## config.mk

```make
export PLATFORM = sky130hd
export DESIGN_NAME = ahb_bus_arbiter
export DESIGN_NICKNAME = d
export VERILOG_FILES = /design/src/rtl/ahb_bus_arbiter.sv
export SDC_FILE = /design/constraint.sdc
export NUM_CORES = 1
export LEC_CHECK = 0
export CAP_MARGIN = 10
export CORE_AREA = 4 4 68 70
export DETAILED_ROUTE_END_ITERATION = 10
export DIE_AREA = 0 0 72 74
export PLACE_DENSITY = 0.57
export SETUP_SLACK_MARGIN = 0.5
export SLEW_MARGIN = 20
export SYNTH_ARGS = -nofsm -noshare
export SYNTH_HDL_FRONTEND = slang
export SYNTH_SLANG_ARGS = --single-unit
```

## constraint.sdc

```tcl
create_clock -name HCLK -period 5.65 [get_ports HCLK]
set_input_delay 0.8475 -clock HCLK [delete_from_list [all_inputs] [get_ports HCLK]]
set_output_delay 0.8475 -clock HCLK [all_outputs]
set_load 0.05 [all_outputs]
```

## src/rtl/ahb_bus_arbiter.sv

```systemverilog
// Round-robin AHB-Lite bus arbiter with lock, burst protection and tenure limit.
// Grant updates at the edge ending a rearbitration cycle; HREADY=0 freezes all state.
module ahb_bus_arbiter #(
    parameter int NUM_MST    = 3,
    parameter int DEF_MST    = 0,
    parameter int MAX_TENURE = 16,
    parameter int IDX_W      = (NUM_MST > 1) ? $clog2(NUM_MST) : 1
) (
    input  logic               HCLK,
    input  logic               HRESETn,
    input  logic [NUM_MST-1:0] REQ,
    input  logic [NUM_MST-1:0] LOCK,
    input  logic [1:0]         HTRANS,
    input  logic               HREADY,
    output logic [NUM_MST-1:0] GRANT,
    output logic [IDX_W-1:0]   HMASTER,
    output logic               HMASTLOCK,
    output logic [IDX_W-1:0]   HMASTER_DATA
);

    typedef enum logic [1:0] {
        ST_DEFAULT = 2'd0,
        ST_OWNED   = 2'd1,
        ST_LOCKED  = 2'd2
    } state_t;

    localparam logic [1:0]         TR_IDLE   = 2'b00;
    localparam logic [1:0]         TR_NONSEQ = 2'b10;
    localparam logic [IDX_W-1:0]   DEF_IDX   = IDX_W'(DEF_MST);
    localparam logic [7:0]         MAX_TEN   = 8'(MAX_TENURE);
    localparam logic [NUM_MST-1:0] ONE_HOT0  = {{(NUM_MST-1){1'b0}}, 1'b1};

    state_t               state_q, state_d;
    logic [IDX_W-1:0]     owner_d;
    logic [IDX_W-1:0]     rr_q, rr_d;
    logic [7:0]           ten_q, ten_d;
    logic [NUM_MST-1:0]   grant_d;
    logic                 rp;
    logic                 xfer;
    logic                 own_req;
    logic                 own_lock;
    logic                 others;
    logic                 win_vld;
    logic [IDX_W-1:0]     win_idx;

    function automatic logic [IDX_W-1:0] rr_idx(input logic [IDX_W-1:0] base, input int off);
        int s;
        s = (int'(base) + off) % NUM_MST;
        return IDX_W'(s);
    endfunction

    assign rp       = HREADY && (HTRANS == TR_IDLE || HTRANS == TR_NONSEQ);
    assign xfer     = HTRANS[1];
    assign own_req  = REQ[HMASTER];
    assign own_lock = REQ[HMASTER] & LOCK[HMASTER];
    assign others   = |(REQ & ~GRANT);

    // Search starts just after the last winner, so the current owner is considered last.
    always_comb begin
        win_vld = 1'b0;
        win_idx = '0;
        for (int i = 1; i <= NUM_MST; i++) begin
            if (!win_vld && REQ[rr_idx(rr_q, i)]) begin
                win_vld = 1'b1;
                win_idx = rr_idx(rr_q, i);
            end
        end
    end

    always_comb begin
        state_d = state_q;
        owner_d = HMASTER;
        rr_d    = rr_q;
        ten_d   = ten_q;
        if (state_q != ST_DEFAULT && xfer && ten_q < MAX_TEN) begin
            ten_d = ten_q + 8'd1;
        end
        if (rp) begin
            unique case (state_q)
                ST_DEFAULT: begin
                    if (win_vld) begin
                        owner_d = win_idx;
                        rr_d    = win_idx;
                        ten_d   = 8'd0;
                        state_d = LOCK[win_idx] ? ST_LOCKED : ST_OWNED;
                    end
                end
                default: begin
                    if (state_q == ST_LOCKED && own_lock) begin
                        state_d = ST_LOCKED;
                    end else if (!own_req) begin
                        ten_d = 8'd0;
                        if (win_vld) begin
                            owner_d = win_idx;
                            rr_d    = win_idx;
                            state_d = LOCK[win_idx] ? ST_LOCKED : ST_OWNED;
                        end else begin
                            owner_d = DEF_IDX;
                            state_d = ST_DEFAULT;
                        end
                    end else if (others && ten_q >= MAX_TEN) begin
                        owner_d = win_idx;
                        rr_d    = win_idx;
                        ten_d   = 8'd0;
                        state_d = LOCK[win_idx] ? ST_LOCKED : ST_OWNED;
                    end else begin
                        state_d = own_lock ? ST_LOCKED : ST_OWNED;
                    end
                end
            endcase
        end
        grant_d = ONE_HOT0 << owner_d;
    end

    always_ff @(posedge HCLK or negedge HRESETn) begin
        if (!HRESETn) begin
            state_q      <= ST_DEFAULT;
            HMASTER      <= DEF_IDX;
            HMASTER_DATA <= DEF_IDX;
            GRANT        <= ONE_HOT0 << DEF_IDX;
            rr_q         <= DEF_IDX;
            ten_q        <= 8'd0;
        end else if (HREADY) begin
            state_q      <= state_d;
            HMASTER      <= owner_d;
            HMASTER_DATA <= HMASTER;
            GRANT        <= grant_d;
            rr_q         <= rr_d;
            ten_q        <= ten_d;
        end
    end

    assign HMASTLOCK = (state_q == ST_LOCKED);

endmodule
```

After elaboration in Yosys (flattened, before gate mapping) --
Cells that the tools add are included.
Storage, ports and cells: output and inout bits 8, register bits 19
Operators by class: muxes and demuxes 45, add/subtract/negate cells 4, div/mod/pow operators 3, bitwise operators 3, reduce and logical (&&, ||, !) cells 16, shifts and indexed selects 1, $lt $le $gt $ge 7, equality and inequality tests 5
Operators with widths (count):
- remainder unit 32 x 3 -> 32 bit (second input constant) | 3
- two-way mux 8 bit | 7
- two-way mux 2 bit | 23
- < comparator 2 x 3 -> 1 bit (second input constant) | 5
- binary-select mux 1 bit (select 2 bit) | 6
- two-way mux 1 bit | 9
- adder 8 x 1 -> 8 bit (second input constant) | 1
- greater-or-equal comparator 8 x 5 -> 1 bit (second input constant) | 1
- < comparator 8 x 5 -> 1 bit (second input constant) | 1
- logical AND 1 bit | 7
- adder 2 x 2 -> 3 bit (second input constant) | 2
- equality test 2 bit (second input constant) | 2
- zero test 2 bit | 2
- AND reduction 4 bit | 1
- adder 2 x 1 -> 3 bit (second input constant) | 1
- AND 3 bit | 1
- inequality test 3 x 1 -> 1 bit (second input constant) | 1
- inverter 3 bit | 1
- AND reduction 3 bit | 1
- OR reduction 3 bit | 1
- << shifter 1 x 2 -> 3 bit (first input constant) | 1
- zero test 1 bit | 2
- inequality test 2 x 1 -> 1 bit (second input constant) | 1
- inequality test 2 bit (second input constant) | 1
- other kinds (3) | 3

Logic depth before layout (Yosys ltp) --
depth in word-level cells 18, depth in mapped cells 10, depth with buffers taken out 9

Worst setup path after synthesis --
Ideal clock, no wire load.
path kind in2reg, start input REQ[2], end register rr_q[0], arrival time 2.283 ns, data required time 5.522 ns, stages on the path 6, slack 3.239 ns, cells stage by stage buf_4 > mux2_4 > and2_4 > or3_4 > o21ai_1 > mux2_1
Between the ends: longest elaborated chain between the ends 13
Ends and longest elaborated chain:
- start, declared | line 11 | input logic [NUM_MST-1:0] REQ,
- binary-select mux 1 bit (select 2 bit) | line 63 | if (!win_vld && REQ[rr_idx(rr_q, i)]) begin
- two-way mux 1 bit (implied by the code) | line 63
- two-way mux 1 bit | line 63
- zero test 1 bit | line 63
- logical AND 1 bit | line 63
- two-way mux 1 bit | line 63
- zero test 1 bit | line 63
- logical AND 1 bit | line 63
- two-way mux 2 bit / two-way mux 1 bit (equally long branches) | line 63
- two-way mux 2 bit (on tied branches) | line 81, 93, 101
- two-way mux 2 bit | line 91 | end else if (!own_req) begin
- two-way mux 2 bit | line 89 | if (state_q == ST_LOCKED && own_lock) begin
- two-way mux 2 bit | line 79 | unique case (state_q)
- end signal, assigned | line 128 | rr_q <= rr_d;
- end, declared | line 35 | logic [IDX_W-1:0] rr_q, rr_d;
Parallel ways exist; a longest one is shown, timed or not. The select of a mux whose other input is x is not followed. A chain may end at the register's enable or synchronous reset.

Worst setup path after layout --
start input REQ[2], end register GRANT[0]
Between the ends: longest elaborated chain between the ends 15
Ends and longest elaborated chain:
- binary-select mux 1 bit (select 2 bit) | line 63
- two-way mux 1 bit (implied by the code) | line 63
- two-way mux 1 bit | line 63
- zero test 1 bit | line 63
- logical AND 1 bit | line 63
- two-way mux 1 bit | line 63
- zero test 1 bit | line 63
- logical AND 1 bit | line 63
- two-way mux 2 bit / two-way mux 1 bit (equally long branches) | line 63
- two-way mux 2 bit (on tied branches) | line 93, 101
- two-way mux 2 bit | line 91
- two-way mux 2 bit | line 89
- two-way mux 2 bit (*) | line 79
- two-way mux 2 bit (*) | line 78 | if (rp) begin
- << shifter 1 x 2 -> 3 bit (*) | line 112 | grant_d = ONE_HOT0 << owner_d;
- end signal, assigned | line 120 | GRANT <= ONE_HOT0 << DEF_IDX;
- end signal, assigned | line 127 | GRANT <= grant_d;
- end, declared | line 15 | output logic [NUM_MST-1:0] GRANT,
Every way passes the cells marked *; elsewhere a longest branch is shown, timed or not. The select of a mux whose other input is x is not followed.

==> impl_metrics.toml <==
[yosys]
synth_area_sq_um = 1470
synth_ff_type = "dfrtp_1"
synth_edf_count = 0
yosys_warnings = 0
synth_top_cell_by_area = "dfrtp_1"
synthCells = 151
ys_seq_elements = 19
syn_avg_cell_area_sq_um = 9.73
netlist_top_cells_area = "dfrtp_1, ha_1, mux2i_1"
syn_nets = 168
synthArstFlopShare = 1.00
seq_area_frac_synth = 0.325
synth_top_area_frac = 0.307
yosys.cell_types.count = 62

[critical_path]
worst_setup_path_end_kind = "register"
arrival_ps = 3050
cp-start-kind = "input port"
critPathMaxStageDelay_ps = 650
crit_slowest_cell = "clkdlybuf4s50_1"
path_class = "input port to register"
worstPathCellList = "clkdlybuf4s50_1 -> nand2b_1 -> a31oi_4 -> o21ai_2 -> a221oi_4 -> a2bb2oi_2 -> inv_1 -> o2bb2ai_1"
cp_max_fo = 10
critPathRequiredTime_ps = 5830

[timing]
worst_pin_slew_ps = 818
rsz0062_at_grt = "no"
tns_ps = 0
slew_headroom = 0.453
fin_crit_ps = 2870
hold_violations = 0
setup_violations = 0
slew_viol_final = 0
post-route-period-util = 0.507
max_freq_mhz = 349
clock_skew_ps = 2.66
setup_ws_ps = 2780

[power]
p_leak_nw = 0.707
vdd_ir_drop_max_v = 0.000193
power_frac_seq = 0.251
power.switching_w = 0.000477
p_comb_frac = 0.652
powerDensity_nw_per_um2 = 556
p_total_w = 0.000958
clkPwrFrac = 0.097
intPower_w = 0.000482
switching_share = 0.498

[placed_design]
place_inst = 214
hpwl_um = 2690
preCtsSetupSlack_ps = 2520
port-buffer-count = 18
place.gp.congestion = 0.942

[floorplan]
dieHeight_um = 74
fp.coreArea_sq_um = 3970
die_w_um = 72
die_area_sq_um = 5330
io_pins = 19
rows = 23
initial_core_util = 0.370

[global_route]
grtUsageTotal = 0.138
grt.overflow.total = 0
antenna_found_initial = 0
grt_pass1_wl_um = 5870
grt_start_max_net_pins = 20
grt_pass1_vias = 1264

[cells_and_area]
multiInputGateArea_sq_um = 915
final_nets = 186
seqCellArea_sq_um = 477
synthToLayoutAreaGrowth_pct = 17.4
stdcell_count = 218
diodes = 0
fill_cells = 386
drive_gt1_frac = 0.131

[clock_tree]
cts_tree = "yes"
cts_hold_buf = 0
cts_buffers = 3
clock_path_buffers = 2
htreeDepth = 1
insertion_delay_ps = 250
post_cts_buffers = 0
clockRootBuffer = "clkbuf_8"
clk_pin_slew_ps = 70
ctsResizeCount = 0
cts_sinks = 19

[drt]
drtIter0Drc = 112
finalWirelength_um = 3440
routedWlPerCell_um = 15.8
vias_per_cell = 5.57
dr.pass1.iters = 4
vias = 1215
ant_nets = 0
drc = 0

[status]
outcome = "completed"

[run]
max_cap_viol_count = 0

[worst_hold_path]
min_path_type = "register to register"
synthesized netlist by cell type, types with 2 or more instances:
master and count:
o2bb2ai_1 3, o41ai_1 2, inv_1 12, o22ai_1 2, a31oi_4 2, or2_2 2
nand2_1 7, mux2_1 2, mux2i_1 6, nor2b_1 5, o21ai_1 2, ha_1 6
o21ai_0 6, nand2b_1 3, buf_2 2, dfrtp_1 18, nor2_1 10, mux2_2 2
a21oi_1 7, nand3_1 2, xor2_1 2, o21a_1 2, nor3_1 2, nand3b_1 6
cells by family after synthesis:
logic type / Yosys count / share of synthesized area
simple gates: 51 / 0.210
compound gates: 44 / 0.262
flops: 19 / 0.325
buf+inv: 17 / 0.0528
mux: 11 / 0.0818
fa+ha+maj: 6 / 0.0511
xor+xnor: 3 / 0.0179
worst max-delay path, delay by kind of cell:
kind	cells	cell delay, ps
buffers and inverters	2	730
and+or+nand+nor	1	150
AOI/OAI and AO/OA	5	1320
power groups by stage:
stage | Clock (W) | Sequential, W | Combinational [W]
2_1_floorplan | 0 | 0.000313 | 0.000397
3_3_place_gp | 0 | 0.000247 | 0.000615
3_5_place_dp | 0 | 0.000246 | 0.000621
4_1_cts | 0.0000942 | 0.000243 | 0.000624
5_1_grt | 0.000102 | 0.000251 | 0.000672
6_report | 0.0000925 | 0.000241 | 0.000625
path summary, 6_finish.rpt:
path / start / end / slack (ps) / cells after the start
worst min register to register: GRANT[0] / GRANT[0] / 500 / 1
worst min-delay path: GRANT[0] / GRANT[0] / 500 / 1
worst max-delay path: REQ[2] / GRANT[0] / 2780 / 8
worst max register to register: rr_q[0] / GRANT[0] / 3110 / 9
max in group asynchronous: HRESETn / HMASTER[0] / 4080 / 1
min in group asynchronous: HRESETn / ten_q[0] / 1070 / 1
flip-flops by register name, summed over array words and instances (netlist names):
register,cells
ten_q,8
GRANT,3
HMASTER,2
HMASTER_DATA,2
rr_q,2
state_q,2
layout make-up:
| type | instances | area share |
|---|---|---|
| clock buffers | 4 | 0.0261 |
| flip-flops and latches | 19 | 0.276 |
| inverters | 12 | 0.0261 |
| repair buffers | 18 | 0.104 |
| multi-input cells | 115 | 0.530 |
| well taps | 50 | 0.0363 |
cells in the final DEF, fill, tap and decap left out, types with 2 or more instances in the layout:
master           netlist  routed
a21oi_1                7       7
a31oi_4                2       2
clkbuf_8               0       3
clkdlybuf4s50_1        0      18
dfrtp_1               18      18
ha_1                   6       6
inv_1                 12      12
mux2_1                 2       2
mux2_2                 2       2
mux2i_1                6       6
nand2_1                7       7
nand2b_1               3       3
nand3_1                2       2
nand3b_1               6       6
nor2_1                10      10
nor2b_1                5       5
nor3_1                 2       2
o21a_1                 2       2
o21ai_0                6       6
o21ai_1                2       2
o22ai_1                2       2
o2bb2ai_1              3       3
o41ai_1                2       2
or2_2                  2       2
xor2_1                 2       2
per-stage QoR:
stage | instance area [sq um] | utilization | hold slack, ps
final | 1720 | 0.434 | 498
after CTS | 1720 | 0.434 | 507
after global placement | 1680 | 0.423 | 485
after global routing | 1720 | 0.434 | 516
after floorplan | 1470 | - | 465
after detailed placement | 1680 | 0.423 | 498
per-layer routing:
| layer | vias to the layer above | GRT usage | wire [um] |
|---|---|---|---|
| li1 | 587 | - | - |
| met1 | 582 | 0.172 | 1540 |
| met2 | 39 | 0.243 | 1690 |
| met3 | 7 | 0.0176 | 150 |
| met4 | 0 | 0.0543 | 60 |
| met5 | - | 0 | 0 |
Note: power is estimated with default switching activity, not from simulation.
